## src/rtl/link_check_counter_pkg.sv

```systemverilog
// link_pkg: shared FSM states, width-mode codes and the per-mode compare mask
package link_pkg;

    typedef enum logic [1:0] {IDLE, SYNC, CHECK, FAIL} state_t;

    localparam logic [1:0] MODE_8B  = 2'b00;
    localparam logic [1:0] MODE_16B = 2'b01;
    localparam logic [1:0] MODE_32B = 2'b10;

    // Mode 11 is treated as 32-bit; the caller zero-extends to its own word width
    function automatic logic [31:0] width_mask(input logic [1:0] dataS);
        return dataS == MODE_8B  ? 32'h0000_00FF :
               dataS == MODE_16B ? 32'h0000_FFFF : 32'hFFFF_FFFF;
    endfunction

endpackage

```

## src/rtl/link_check_counter_if.sv

```systemverilog
// link_check_counter_if: paired receiver streams (reference and DUT) presented to the checker
interface link_check_counter_if #(parameter int DATA_W = 32);

    logic [1:0]        dataS;
    logic              valid;
    logic [DATA_W-1:0] dataRef;
    logic [DATA_W-1:0] dataDut;
    logic              kRef;
    logic              kDut;
    logic              errRef;
    logic              errDut;

    modport master(output dataS, valid, dataRef, dataDut, kRef, kDut, errRef, errDut);
    modport slave (input  dataS, valid, dataRef, dataDut, kRef, kDut, errRef, errDut);

endinterface

```

## src/rtl/link_check_counter_sat_counter.sv

```systemverilog
// sat_counter: event counter that sticks at all-ones instead of wrapping
module sat_counter #(
    parameter int W = 16
) (
    input  logic         clk,
    input  logic         rst,
    input  logic         clr,
    input  logic         inc,
    output logic [W-1:0] q
);

    // Count up on inc until saturated; clr has the same effect as reset
    always_ff @(posedge clk) begin
        if (rst || clr) q <= '0;
        else if (inc && !(&q)) q <= q + W'(1);
    end

endmodule

```

## src/rtl/link_check_counter.sv

```systemverilog
// link_check_counter: locks onto two matching receiver streams, then counts samples and errors
module link_check_counter
    import link_pkg::*;
#(
    parameter int DATA_W    = 32,
    parameter int CNT_W     = 16,
    parameter int SYNC_LEN  = 4,
    parameter int ERR_LIMIT = 8
) (
    input  logic                  clk,
    input  logic                  rst,
    input  logic                  enb,
    input  logic                  clear,
    link_check_counter_if.slave   lnk,
    output logic                  locked,
    output logic                  fail,
    output logic [CNT_W-1:0]      sampleCount,
    output logic [CNT_W-1:0]      mismatchCount,
    output logic [CNT_W-1:0]      invalidCount,
    output logic [CNT_W-1:0]      kCount,
    output logic [CNT_W-1:0]      firstMisIdx,
    output logic [DATA_W-1:0]     firstMisRef,
    output logic [DATA_W-1:0]     firstMisDut
);

    state_t            state, stateNext;
    logic [7:0]        runLen, runNext;
    logic [DATA_W-1:0] mask;
    logic              mis, clr, go, active, capture;

    assign mask    = DATA_W'(width_mask(lnk.dataS));
    assign mis     = ((lnk.dataRef & mask) != (lnk.dataDut & mask)) ||
                     (lnk.kRef != lnk.kDut) || (lnk.errRef != lnk.errDut);
    assign clr     = enb && clear;
    assign go      = enb && lnk.valid && !clr;
    assign active  = go && (state == CHECK || state == FAIL);
    assign capture = go && state == CHECK && mis && mismatchCount == '0;
    assign locked  = state == CHECK;
    assign fail    = state == FAIL;

    // Next state: IDLE treats its first word as the start of the sync run
    always_comb begin
        stateNext = state;
        runNext   = runLen;
        if (clr) begin
            stateNext = IDLE;
            runNext   = '0;
        end else if (go && (state == IDLE || state == SYNC)) begin
            runNext   = mis ? 8'd0 : (state == IDLE ? 8'd0 : runLen) + 8'd1;
            stateNext = runNext == 8'(SYNC_LEN) ? CHECK : SYNC;
        end else if (go && state == CHECK && mis && mismatchCount == CNT_W'(ERR_LIMIT - 1)) begin
            stateNext = FAIL;
        end
    end

    // State and sync-run registers; enb=0 leaves go/clr low so nothing moves
    always_ff @(posedge clk) begin
        if (rst) begin
            state  <= IDLE;
            runLen <= '0;
        end else begin
            state  <= stateNext;
            runLen <= runNext;
        end
    end

    // Capture the first mismatching pair after lock; frozen once mismatchCount is non-zero
    always_ff @(posedge clk) begin
        if (rst || clr) begin
            firstMisIdx <= '0;
            firstMisRef <= '0;
            firstMisDut <= '0;
        end else if (capture) begin
            firstMisIdx <= sampleCount;
            firstMisRef <= lnk.dataRef & mask;
            firstMisDut <= lnk.dataDut & mask;
        end
    end

    sat_counter #(.W(CNT_W)) uSample (.clk(clk), .rst(rst), .clr(clr), .inc(active), .q(sampleCount));
    sat_counter #(.W(CNT_W)) uMis    (.clk(clk), .rst(rst), .clr(clr), .inc(active && mis), .q(mismatchCount));
    sat_counter #(.W(CNT_W)) uInv    (.clk(clk), .rst(rst), .clr(clr), .inc(active && (lnk.errRef || lnk.errDut)), .q(invalidCount));
    sat_counter #(.W(CNT_W)) uK      (.clk(clk), .rst(rst), .clr(clr), .inc(active && lnk.kRef), .q(kCount));

endmodule

```

## src/flat_wrapper.sv

```systemverilog
// flat-port wrapper written by rule: the top's interface ports become plain ports
module link_check_counter_flat import link_pkg::*;
#(
    parameter int DATA_W    = 32,
    parameter int CNT_W     = 16,
    parameter int SYNC_LEN  = 4,
    parameter int ERR_LIMIT = 8
)
  (clk, rst, enb, clear, locked, fail, sampleCount, mismatchCount, invalidCount, kCount, firstMisIdx, firstMisRef, firstMisDut, lnk_dataS, lnk_valid, lnk_dataRef, lnk_dataDut, lnk_kRef, lnk_kDut, lnk_errRef, lnk_errDut);
  link_check_counter_if #(.DATA_W(DATA_W)) lnk_i ();
  input  logic clk;
  input  logic rst;
  input  logic enb;
  input  logic clear;
  output logic locked;
  output logic fail;
  output logic [CNT_W-1:0] sampleCount;
  output logic [CNT_W-1:0] mismatchCount;
  output logic [CNT_W-1:0] invalidCount;
  output logic [CNT_W-1:0] kCount;
  output logic [CNT_W-1:0] firstMisIdx;
  output logic [DATA_W-1:0] firstMisRef;
  output logic [DATA_W-1:0] firstMisDut;
  input wire logic [$bits(lnk_i.dataS)-1:0] lnk_dataS;
  input wire logic [$bits(lnk_i.valid)-1:0] lnk_valid;
  input wire logic [$bits(lnk_i.dataRef)-1:0] lnk_dataRef;
  input wire logic [$bits(lnk_i.dataDut)-1:0] lnk_dataDut;
  input wire logic [$bits(lnk_i.kRef)-1:0] lnk_kRef;
  input wire logic [$bits(lnk_i.kDut)-1:0] lnk_kDut;
  input wire logic [$bits(lnk_i.errRef)-1:0] lnk_errRef;
  input wire logic [$bits(lnk_i.errDut)-1:0] lnk_errDut;
  assign lnk_i.dataS = lnk_dataS;
  assign lnk_i.valid = lnk_valid;
  assign lnk_i.dataRef = lnk_dataRef;
  assign lnk_i.dataDut = lnk_dataDut;
  assign lnk_i.kRef = lnk_kRef;
  assign lnk_i.kDut = lnk_kDut;
  assign lnk_i.errRef = lnk_errRef;
  assign lnk_i.errDut = lnk_errDut;
  link_check_counter #(.DATA_W(DATA_W), .CNT_W(CNT_W), .SYNC_LEN(SYNC_LEN), .ERR_LIMIT(ERR_LIMIT)) u_core (.clk(clk), .rst(rst), .enb(enb), .clear(clear), .lnk(lnk_i), .locked(locked), .fail(fail), .sampleCount(sampleCount), .mismatchCount(mismatchCount), .invalidCount(invalidCount), .kCount(kCount), .firstMisIdx(firstMisIdx), .firstMisRef(firstMisRef), .firstMisDut(firstMisDut));
endmodule
```

## config.mk

```make
export PLATFORM = sky130hd
export DESIGN_NAME = link_check_counter_flat
export DESIGN_NICKNAME = d
export VERILOG_FILES = /design/src/rtl/link_check_counter_pkg.sv /design/src/rtl/link_check_counter_if.sv /design/src/rtl/link_check_counter_sat_counter.sv /design/src/rtl/link_check_counter.sv /design/src/flat_wrapper.sv
export SDC_FILE = /design/constraint.sdc
export NUM_CORES = 1
export LEC_CHECK = 0
export BUFFER_PORTS_ARGS = -buffer_cell sky130_fd_sc_hd__buf_2
export CAP_MARGIN = 0
export CORE_MARGIN = 3
export CORE_UTILIZATION = 35
export DETAILED_ROUTE_END_ITERATION = 8
export PLACE_DENSITY = 0.55
export SETUP_SLACK_MARGIN = 0.4
export SLEW_MARGIN = 20
export SYNTH_ARGS = -nofsm -noshare
export SYNTH_HDL_FRONTEND = slang
export SYNTH_SLANG_ARGS = --single-unit
```

## constraint.sdc

```tcl
create_clock -name clk -period 2.87 [get_ports clk]
set_input_delay 0.1435 -clock clk [delete_from_list [all_inputs] [get_ports clk]]
set_output_delay 0.1435 -clock clk [all_outputs]
set_load 0.005 [all_outputs]
```

==> results of run 1 <==
## registers in the layout, indices dropped and copies added (netlist names)
register / cells
u_core.uK.q: 16
u_core.runLen: 8
u_core.uSample.q: 16
u_core.uMis.q: 16
u_core.firstMisDut: 32
u_core.state: 2
u_core.uInv.q: 16
u_core.firstMisRef: 32
u_core.firstMisIdx: 16
## layout make-up
cell class / count / area [um^2]
fill: 1973 / 9920
multi-input combinational: 670 / 3710
sequential: 154 / 3080
timing repair buffer: 289 / 1850
clock buffer: 21 / 460
tap: 265 / 332
clock inverter: 11 / 120
inverter: 14 / 52.6
## cell families after synthesis
logic type,after synthesis,synth area share
multiplexers,4,0.00590
adder cells (fa/ha/maj),7,0.0125
AND/OR/NAND/NOR,453,0.306
buffers and inverters,66,0.0388
AO/OA/AOI/OAI,142,0.117
XOR/XNOR,63,0.0788
flip-flops,154,0.441
## where the power goes
| part | internal (mW) | switching [mW] |
|---|---|---|
| Sequential | 2.14 | 0.000224 |
| Clock | 1.32 | 0.918 |
| Combinational | 0.128 | 0.160 |
## worst register-to-register path, delay by kind of cell (launching register included)
family                   cells  cell delay, ns
flip-flops                   1            0.34
adder cells (fa/ha/maj)      1            0.27
XOR/XNOR                     1            0.15
AND/OR/NAND/NOR              6            1.50
## path summary, 6_finish.rpt
check                         start                endpoint  slack [ns]  cells past startpoint
min reg2reg  u_core.firstMisRef[10]  u_core.firstMisRef[10]        0.45                      2
max                 lnk_dataRef[27]  u_core.firstMisDut[27]        0.50                     11
min                 lnk_dataRef[20]  u_core.firstMisRef[20]        0.02                      3
max reg2reg         u_core.state[1]         u_core.state[0]        0.51                      8
## stage by stage
step	setup WS (ns)	std cells	area, um^2
global placement	0.238	1337	8410
CTS	0.430	1415	9460
finish	0.503	1424	9610
global route	0.394	1424	9610
detailed placement	0.0788	1337	8410
floorplan	0.545	889	7000
## synthesized netlist by cell type, types with 10 or more instances
cell type | number | area (um^2)
sky130_fd_sc_hd__o21ai_0 | 19 | 95.1
sky130_fd_sc_hd__nand3_1 | 100 | 500
sky130_fd_sc_hd__buf_2 | 13 | 65.1
sky130_fd_sc_hd__nor2_1 | 70 | 263
sky130_fd_sc_hd__dfxtp_1 | 154 | 3080
sky130_fd_sc_hd__nand4_1 | 25 | 156
sky130_fd_sc_hd__clkbuf_1 | 32 | 120
sky130_fd_sc_hd__nor4_1 | 10 | 62.6
sky130_fd_sc_hd__xor2_1 | 34 | 298
sky130_fd_sc_hd__nor2b_1 | 13 | 81.3
sky130_fd_sc_hd__or3_1 | 18 | 113
sky130_fd_sc_hd__nor3_1 | 10 | 50.1
sky130_fd_sc_hd__a21oi_1 | 93 | 465
sky130_fd_sc_hd__xnor2_1 | 29 | 254
sky130_fd_sc_hd__and3_1 | 10 | 62.6
sky130_fd_sc_hd__nand2_1 | 164 | 616
sky130_fd_sc_hd__inv_1 | 14 | 52.6
## metal layers
layer	GRT usage	wire length, um	vias to the layer above
li1	-	-	3604
met1	0.257	9950	3361
met2	0.320	10700	205
met3	0.0696	1580	18
met4	0.0494	242	0
met5	0	0	-
## what timing repair did
item,in CTS,in global routing
hold endpoints to repair,46,0
hold buffers,46,0
endpoints found under the setup margin,0,62
gates resized for setup,0,6
setup buffers,0,5
==> metrics.yaml, run 1 <==
setup_tns_ns: 0
grt_pass1_vias: 6826
most_instantiated_flip_flop_cell_in_the_synthesis_netlist: "sky130_fd_sc_hd__dfxtp_1"
fin_crit_sh: 0.825
syn-instance-count: 889
final-hold-violation-count: 0
cp_data_required_time_ns: 3.21
critical_path_cell_list: "dlygate4sd3_1, buf_2, xor2_1, nor4_2, nand4_1, o31a_1, o211ai_4, buf_12, clkbuf_16, nand2_1, a21oi_1"
number_of_enable_flip_flop_cells_after_synthesis: 0
grt_first_pass_wirelength_um: 35300
cts.sink_count: 154
route.final.wire_length_um: 22500
place.gp.congestion: 0.801
fin_worst_hold_slack_ns: 0.0191
class_of_the_worst_hold_path: "in2reg"
worstSetupStartpointType: "input port"
fp-row-count: 51
drtPass1Iterations: 7
final_core_util: 0.492
drt_drc_violations_left: 0
grt_remaining_overflow: 0
cts_made_buffers: 17
buffer_ports.inserted: 220
clk_root_buffer_cell: "sky130_fd_sc_hd__clkbuf_16"
finalSetupViolCount: 0
insertedDiodeCount: 0
cellPowerDensity_nw_per_um2: 486
totalPowerFinal_mw: 4.67
die_w_um: 147
fmax_ghz: 0.422
detailroute.via_count: 7188
rsz0062_at_grt: "no"
chipHeight_um: 147
slowest_stage: "sky130_fd_sc_hd__dlygate4sd3_1"
fp.dieArea_um2: 21700
critical_path_buf_inv_count: 4
maxCapViolations: 0
synth_cell_type_count: 50
criticalPathCategory: "in2reg"
clk_transition_reported_paths_ns: 0.06
post_synthesis_sequential_element_count: 154
worst_case_vdd_ir_drop_uv: 377
final_cell_mix: "220 x sky130_fd_sc_hd__buf_2, 164 x sky130_fd_sc_hd__nand2_1, 154 x sky130_fd_sc_hd__dfxtp_1, 100 x sky130_fd_sc_hd__nand3_1, 92 x sky130_fd_sc_hd__a21oi_1"
max-slew-margin-rel: 0.500
ioPinCount: 221
critical_path.max_stage_delay_ns: 0.54
area_growth_syn_to_layout_pct: 37.3
worst_path_dominant_cell_family: "buffers and inverters"
status: "completed"
cp_max_fo: 16
drive_gt1_frac: 0.251
initial_utilization: 0.358
worst_pin_slew_ns: 0.749
antenna_violations_before_repair: 0
layout.cells.most_common: "sky130_fd_sc_hd__buf_2"
num-nets-final: 1228
worstSkewPairLatency_ns: 0.42
cts_tree: "yes"
mappedNetlistNets: 971
critPathArrivalTime_ns: 2.71
clock_tree.htree_level_count: 4
initialDrtViolationCount: 361
syn_avg_cell_area_um2: 7.87
cp-end-kind: "flip-flop"
placeableCoreArea_um2: 19500
final_antenna_net_count: 0
yosysWarningCount: 0
synth_area_um2: 7000
grt_max_degree: 74
cts.path.max_buffers: 2
dp_hpwl_um: 15200
timing.clock.skew_ns: 0.0107
seq_area_frac_synth: 0.441
min_period_ns: 2.37
grt.total_usage: 0.199
power.static_leakage_nw: 4.01
routedWlPerCell_um: 15.8
asyncSetResetFlopFracSynth: 0
timing.final.max_slew_violations: 0
drt-vias-per-instance: 5.05
Note: power is estimated with default switching activity, not from simulation.
==> run 2: changes to the inputs <==
Settings changed: PLACE_DENSITY 0.55 to 0.58.
Clock period 2.87 ns to 1.9 ns, I/O delays scaled along.
==> metrics.yaml, run 2 (synthesized netlist as in run 1, its figures left out) <==
final_core_util: 0.642  # +0.150
cts.path.max_buffers: 2  # unchanged
worst_case_vdd_ir_drop_uv: 508  # +35%
failing_checks: "negative setup slack"
totalPowerFinal_mw: 7.12  # +52%
timing.clock.skew_ns: 0.0132  # +0.00254 ns
multiInputGateArea_um2: 4910  # +32%
rsz0062_at_grt: "yes"
timing.final.max_slew_violations: 0  # unchanged
n_fill_cell: 1653  # -16%
placeableCoreArea_um2: 19500  # unchanged
status: "complete, but fails checks"
route.final.wire_length_um: 25400  # +13%
drt-vias-per-instance: 5.00  # -0.92%
final_critical_path_setup_slack_ns: -0.186  # -0.689 ns
final-hold-violation-count: 0  # unchanged
clk_root_buffer_cell: "sky130_fd_sc_hd__clkbuf_16"
critPathArrivalTime_ns: 2.44  # -0.27 ns
criticalPathCategory: "reg2reg"
insertedDiodeCount: 0  # unchanged
place.gp.congestion: 0.782  # -2.5%
grt_remaining_overflow: 0  # unchanged
area.sequential_um2: 3160  # +2.5%
fin_crit_sh: 1.10
buffer_ports.inserted: 220  # unchanged
initialDrtViolationCount: 288  # -20%
worstSetupStartpointType: "flip-flop"
drt_drc_violations_left: 0  # unchanged
grt_pass1_vias: 7959  # +17%
worst_pin_slew_ns: 0.488  # -0.261 ns
cellPowerDensity_nw_per_um2: 567  # +17%
grt.total_usage: 0.225  # +0.0260
max-slew-margin-rel: 0.674  # +0.174
layout.cells.most_common: "sky130_fd_sc_hd__buf_2"
dp_hpwl_um: 16200  # +7.1%
final_antenna_net_count: 0  # unchanged
ioPinCount: 221  # unchanged
drtPass1Iterations: 5  # -2
min_period_ns: 2.09
final_cell_mix: "218 x sky130_fd_sc_hd__buf_2, 151 x sky130_fd_sc_hd__buf_4, 137 x sky130_fd_sc_hd__nand2_1, 115 x sky130_fd_sc_hd__dfxtp_1, 61 x sky130_fd_sc_hd__nor2_1"
power.static_leakage_nw: 5.33  # +33%
fp-row-count: 51  # unchanged
worstSkewPairLatency_ns: 0.42  # about the same
antenna_violations_before_repair: 0  # unchanged
routedWlPerCell_um: 15.9  # +0.68%
fp.dieArea_um2: 21700  # unchanged
class_of_the_worst_hold_path: "in2reg"
cp_data_required_time_ns: 2.25  # -0.96 ns
initial_utilization: 0.358  # unchanged
chipHeight_um: 147  # unchanged
finalSetupViolCount: 81  # +81
area_growth_syn_to_layout_pct: 79.2
cts_tree: "yes"
drive_gt1_frac: 0.546  # +0.295
cts.sink_count: 154  # unchanged
clock_tree.htree_level_count: 4  # unchanged
detailroute.via_count: 7982  # +11%
cts_made_buffers: 17  # unchanged
top_flop_regs: "u_core.firstMisDut: 32 flops, u_core.firstMisRef: 32 flops"
grt_first_pass_wirelength_um: 40100  # +14%
die_w_um: 147  # unchanged
cp-end-kind: "flip-flop"
fmax_ghz: 0.479
cp_max_fo: 5  # -11
clk_transition_reported_paths_ns: 0.07  # about the same
num-nets-final: 1400  # +14%
grt_max_degree: 89  # +20%
maxCapViolations: 0  # unchanged
==> run 2: changes by cell type in the layout (fill, tap and decap cells not counted), moves of 12 or more <==
cell                            change
sky130_fd_sc_hd__dfxtp_1           -39
sky130_fd_sc_hd__buf_6             +29
sky130_fd_sc_hd__nand2_2           +14
sky130_fd_sc_hd__nand3_1           -63
sky130_fd_sc_hd__a21oi_1           -49
sky130_fd_sc_hd__nand3_2           +57
sky130_fd_sc_hd__nand2_4           +12
sky130_fd_sc_hd__buf_4            +138
sky130_fd_sc_hd__nand2_1           -27
sky130_fd_sc_hd__dfxtp_2           +28
sky130_fd_sc_hd__a21oi_2           +49
sky130_fd_sc_hd__dlygate4sd3_1     -12
==> run 2: cell type report <==
type | instances | share of cell area
Clock buffer | 17 | 0.0339
Clock inverter | 15 | 0.0112
Inverter | 14 | 0.00439
Multi-Input combinational cell | 670 | 0.391
Sequential cell | 154 | 0.252
Tap cell | 265 | 0.0264
Timing Repair Buffer | 461 | 0.281
==> run 2: power by group <==
| group | internal (mW) | leakage [nW] | switching (mW) |
|---|---|---|---|
| sequential | 3.21 | 1.26 | 0.000459 |
| clock | 1.83 | 0.278 | 1.49 |
| combinational | 0.270 | 3.79 | 0.309 |
| total | 5.31 | 5.33 | 1.80 |
==> run 2: metrics by stage <==
step	instance area (um^2)	cells	setup TNS [ns]	setup slack (ns)	hold slack [ns]
2_1_floorplan	7630	889	-5.51	-0.300	0.216
3_3_place_gp	9930	1474	-41.80	-0.451	0.355
3_5_place_dp	9930	1474	-46.99	-0.543	0.363
4_1_cts	11700	1572	-6.09	-0.134	0.00236
5_1_grt	12500	1596	-18.91	-0.295	0.0277
6_report	12500	1596	-9.06	-0.186	0.0192
==> run 2: worst paths after layout <==
kind	end	depth (start not counted)	from	slack (ns)
setup reg to reg	u_core.firstMisRef[29]	10	u_core.uMis.q[12]	-0.19
hold reg to reg	u_core.firstMisDut[8]	2	u_core.firstMisDut[8]	0.45
setup / recovery	u_core.firstMisRef[29]	10	u_core.uMis.q[12]	-0.19
hold / removal	u_core.firstMisRef[10]	4	lnk_dataRef[10]	0.02
==> run 2: repair_timing <==
item,4_1_cts,5_1_grt
hold buffers,34,0
setup buffers,24,20
hold endpoints to repair,34,0
endpoints found under the setup margin,151,153
gates resized for setup,123,127
pin swaps,75,79
cloned,8,4
==> run 2: worst max-delay path: stages, from the launching register on <==
cell	delay [ns]
sky130_fd_sc_hd__dfxtp_2	0.34
sky130_fd_sc_hd__nor4_4	0.29
sky130_fd_sc_hd__nand4_1	0.23
sky130_fd_sc_hd__nor3b_2	0.25
sky130_fd_sc_hd__buf_4	0.15
sky130_fd_sc_hd__o211a_4	0.20
sky130_fd_sc_hd__buf_12	0.13
sky130_fd_sc_hd__buf_12	0.12
sky130_fd_sc_hd__buf_16	0.12
sky130_fd_sc_hd__nand3_4	0.06
sky130_fd_sc_hd__a21oi_2	0.13
==> run 2: per-layer routing <==
layer	vias to the layer above	wire length (um)	global-route usage	part of all wire
li1	3940	-	-	-
met1	3781	10400	0.271	0.41
met2	224	12800	0.389	0.50
met3	37	1710	0.0635	0.067
met4	0	475	0.0736	0.019
met5	-	0	0	0
